File: config.mk
export PLATFORM = sky130hd
export DESIGN_NAME = alu_sra_reg
export DESIGN_NICKNAME = d
export VERILOG_FILES = /design/src/rtl/alu_sra_reg.sv
export SDC_FILE = /design/constraint.sdc
export NUM_CORES = 1
export LEC_CHECK = 0
export CORE_UTILIZATION = 50
export CTS_CLUSTER_DIAMETER = 30
export DETAILED_ROUTE_END_ITERATION = 8
export GPL_TIMING_DRIVEN = 0
export PLACE_DENSITY = 0.82
export SETUP_SLACK_MARGIN = 0.2
export SYNTH_ARGS = -nofsm -noshare
export SYNTH_HDL_FRONTEND = slang
export SYNTH_SLANG_ARGS = --single-unit
File: constraint.sdc
create_clock -name clock -period 6.4 [get_ports clock]
set_input_delay 1.92 -clock clock [delete_from_list [all_inputs] [get_ports clock]]
set_output_delay 1.92 -clock clock [all_outputs]
set_load 0.02 [all_outputs]
File: src/rtl/alu_sra_reg.sv
`default_nettype none
// ============================================================================
// Module      : alu_sra_reg
// Description : Registered 32-bit arithmetic right shifter (five-level barrel
//               shifter, stages 16/8/4/2/1) with a valid flag.
//               Define ALU_SRA_INREG_EN to register the inputs (latency 2).
// Revision    : 1.0 - initial release
// ============================================================================
module alu_sra_reg (
    input  logic        clock,
    input  logic        reset,
    input  logic        in_valid,
    input  logic [31:0] data_operandA,
    input  logic [4:0]  ctrl_shiftamt,
    output logic [31:0] data_result,
    output logic        out_valid
);

    logic        w_sh_valid;
    logic [31:0] w_sh_operand;
    logic [4:0]  w_sh_amt;

`ifdef ALU_SRA_INREG_EN
    logic        r_in_valid;
    logic [31:0] r_operand;
    logic [4:0]  r_amt;

    // Operands only load when qualified, so unqualified X never enters the shifter.
    always_ff @(posedge clock) begin
        if (reset) begin
            r_in_valid <= 1'b0;
            r_operand  <= '0;
            r_amt      <= '0;
        end else begin
            r_in_valid <= in_valid;
            if (in_valid) begin
                r_operand <= data_operandA;
                r_amt     <= ctrl_shiftamt;
            end
        end
    end

    assign w_sh_valid   = r_in_valid;
    assign w_sh_operand = r_operand;
    assign w_sh_amt     = r_amt;
`else
    assign w_sh_valid   = in_valid;
    assign w_sh_operand = data_operandA;
    assign w_sh_amt     = ctrl_shiftamt;
`endif

    logic [31:0] w_stage [0:5];

    assign w_stage[0] = w_sh_operand;

    generate
        for (genvar s = 0; s < 5; s++) begin : g_stage
            localparam int C_LVL  = 4 - s;
            localparam int C_DIST = 1 << C_LVL;
            assign w_stage[s+1] = w_sh_amt[C_LVL]
                ? {{C_DIST{w_sh_operand[31]}}, w_stage[s][31:C_DIST]}
                : w_stage[s];
        end
    endgenerate

    always_ff @(posedge clock) begin
        if (reset) begin
            data_result <= '0;
            out_valid   <= 1'b0;
        end else begin
            out_valid <= w_sh_valid;
            if (w_sh_valid) begin
                data_result <= w_stage[5];
            end
        end
    end

endmodule
`default_nettype wire

-- After elaboration in Yosys (flattened, before gate mapping)
Cells that the tools add are included.
W data, S select, Z words.
- flip-flop bits (word level): 33
- output and inout port bits: 33
- logic and storage cells: 7
- input port bits: 40
- mux-type cells: 5
- operator list (kind ; count):
    $mux W31 ; 5

-- Depth between registers and ports, before layout
- depth after elaboration: 5
- depth in mapped cells: 8
- mapped depth without buffers: 5

-- Worst setup path before layout
Ideal clock, no wire load.
- path type: input to register
- start: input ctrl_shiftamt[1]
- end: register data_result[13]
- path slack: 2.919 ns
- buffers on the path: 2
- stages: 7
- arrival time: 3.366 ns
- library setup time: 0.115 ns
- data required time: 6.285 ns
- cell sequence: buf_6 -> buf_8 -> o21a_1 -> a21o_1 -> mux2_2 -> mux4_2 -> o21a_1
- cells in the longest elaborated chain, start to end: 2
- RTL lines (element ; line ; RTL):
    start: declaration ; 14 ; input logic [4:0] ctrl_shiftamt,
    $mux W31 (2 in series) ; 61 ; ? {{C_DIST{w_sh_operand[31]}}, w_stage[s][31:C_DIST]}
    end signal: assignment ; 73 ; data_result <= w_stage[5];
    end: declaration ; 15 ; output logic [31:0] data_result,
Every way passes these cells.
A chain may end at the register's enable or synchronous reset.

-- Final worst setup path
- start: input data_operandA[31]
- end: register data_result[5]
- cells in the longest elaborated chain, start to end: 5
- RTL lines (element ; line ; RTL):
    start: declaration ; 13 ; input logic [31:0] data_operandA,
    $mux W31 (5 in series) ; 61 ;
Every way passes these cells.

==> out/qor.yml <==
yosysWarnings: 0
cap_violations: 0
r2r_start: "data_result[20]"
initial_core_util: 0.531
p_int_mw: 0.445
p_leak_nw: 1.48
firstDrtPassIters: 5
fp.dieW_um: 79.1
wl_met2_um: 4780
slew_violations: 0
fin_setup_tns_ps: 0
cts_tree: "yes"
num_rows: 27
cp_top_family: "compound AO/OA/AOI/OAI gates"
cp.required_ps: 6570
fmax_ghz: 0.247
combinationalPowerShare: 0.400
outcome: "finished, final reports clean"
clkPwrFrac: 0.262
p_per_area_mw_per_mm2: 178
layout_common_cells: "clkdlybuf4s50_1, nor2_1, nand2_1"
async_flop_share: 0
worst-r2r-cell-count: 2
ys_seq_area_frac: 0.222
fp.dieH_um: 79.1
clk_latency_ps: 280
finalClockSkew_ps: 0
io_buffers: 68
timing.final.crit_share: 0.634
num_antenna_cells: 0
hold_path_class: "reg2reg"
critPathMaxFanout: 10
postCtsHoldBufs: 0
post_cts_buffers: 0
report.final.hold_viol_count: 0
ctsRootBufferMaster: "clkbuf_8"
rsz0062_at_grt: "no"
vias: 3293
swShare: 0.352
place_inst: 497
synth_nets: 397
synth_area_mm2: 0.00298
cpPeakStageDelay_ps: 570
worst_slew_pin_slew_ps: 794
nets: 472
drive_gt1_frac: 0.139
antenna_found_initial: 0
grt_max_degree: 11
cts_resized: 0
slew-limit-headroom: 0.469
wl_met1_um: 4550
fin_hold_ws_ps: 474
path_cells: "clkdlybuf4s50_1 > clkbuf_1 > a211oi_1 > a211oi_1 > a211oi_1 > a2111oi_0"
nFillCells: 471
p_switching_mw: 0.241
final_common_cell: "clkdlybuf4s50_1"
overflow: 0
p_total_mw: 0.686
critPathArrivalTime_ps: 4230
synth_edf_count: 0
worstReg2RegEnd: "data_result[20]"
core_area_mm2: 0.00561
cp-start-kind: "input pin"
wl_per_cell_um: 20.7
syn_avg_cell_area_um2: 8.33
syn_inst: 357
dr.first_iter.drc_count: 299
period_needed_ps: 4050
finalWirelength_um: 10500
vias_per_cell: 6.52
htree_levels: 2
dp_hpwl_um: 8160
die_area_mm2: 0.00626
min-delay-start: "data_result[22]"
finalWeightedCongestion: 0.967
ant_nets: 0
crit_slowest_cell: "a211oi_1"
r2r_setup_slack_ps: 5400
crit_top_cell: "a211oi_1"
regArea_um2: 661
seq_power_share: 0.338
grt_pass1_vias: 3122
cp_num_buf_inv: 2
crit_type: "in2reg"
synth-seq-cells: 33
end_kind: "flop"
synth_ff_type: "dfxtp_1"
yosys.cell_types.count: 57
clock_path_buffers: 2
dr_wl_met3_um: 907
synthToLayoutAreaGrowth_pct: 29.3
layout.cells.non_filler: 505
cts_buffers: 5
grt_pass1_wl_um: 16500
finalSetupViolations: 0
top_layer: "met4"
drc: 0
irDropWorstVdd_mv: 0.0904
clk_pin_slew_worst_paths_ps: 70
holdPathStages: 2
ioPinCount: 73
multi_input_area_mm2: 0.00212
clock_sinks: 33
track_usage: 0.346
whs_endpoint: "data_result[22]"
per-stage QoR:
stage / util / setup slack (ps) / area (um^2)
after CTS: 0.686 / 2420 / 3850
final: 0.686 / 2350 / 3850
after detailed placement: 0.668 / 2180 / 3750
after global placement: 0.668 / 2150 / 3750
after floorplan: - / 2920 / 2980
after global routing: 0.686 / 2200 / 3850
power by group through the flow:
| stage | Combinational, mW | Clock, mW | Sequential (mW) |
|---|---|---|---|
| after floorplan | 0.141 | 0 | 0.257 |
| final | 0.275 | 0.179 | 0.232 |
| after detailed placement | 0.267 | 0 | 0.236 |
| after global placement | 0.267 | 0 | 0.235 |
| after global routing | 0.292 | 0.187 | 0.233 |
| after CTS | 0.269 | 0.178 | 0.231 |
cells in the mapped netlist, drive strengths merged, types with 7 or more instances:
cell type / n / area share
dfxtp: 33 / 0.22
o21bai: 10 / 0.026
clkbuf: 12 / 0.015
a21oi: 14 / 0.024
a221oi: 7 / 0.021
mux2i: 28 / 0.094
buf: 20 / 0.041
mux4: 11 / 0.088
inv: 7 / 0.0088
nor2: 43 / 0.055
mux2: 24 / 0.092
a211oi: 12 / 0.030
nand2: 36 / 0.045
o21ai: 13 / 0.022
worst max path at each step:
stage	end	start	cells past startpoint	slack [ps]
floorplan	data_result[13]	ctrl_shiftamt[1]	7	2920
global placement	data_result[5]	data_operandA[31]	6	2150
detailed placement	data_result[6]	data_operandA[28]	6	2180
CTS	data_result[5]	data_operandA[31]	6	2420
global route	data_result[5]	data_operandA[31]	6	2200
finish	data_result[5]	data_operandA[31]	6	2350
state kept, by name, indices dropped and copies added (netlist names):
name,flops
out_valid,1
data_result,32
final cells by class:
class                      instances  share of cell area
inverter                           8             0.00780
sequential                        33               0.172
clock buffer                       7              0.0250
timing repair buffer              68               0.177
tap                               72              0.0234
buffer                            32              0.0436
multi-input combinational        284               0.550
clock inverter                     1             0.00130
layer usage:
metal / vias up / GRT usage
met5: - / 0
met4: 0 / 0.116
met3: 24 / 0.0414
met2: 200 / 0.565
met1: 1559 / 0.469
li1: 1510 / -
worst reg2reg max path: cells and delay by family (launching register included):
family          cells  cell delay, ps
compound gates      1             460
flops               1             340
simple gates        1              60
logic make-up after synthesis:
family	Yosys count	synth area share
mux	63	0.275
flops	33	0.222
buf+inv	40	0.0664
simple gates	109	0.161
compound gates	112	0.276
(Power assumes the default switching activity.)
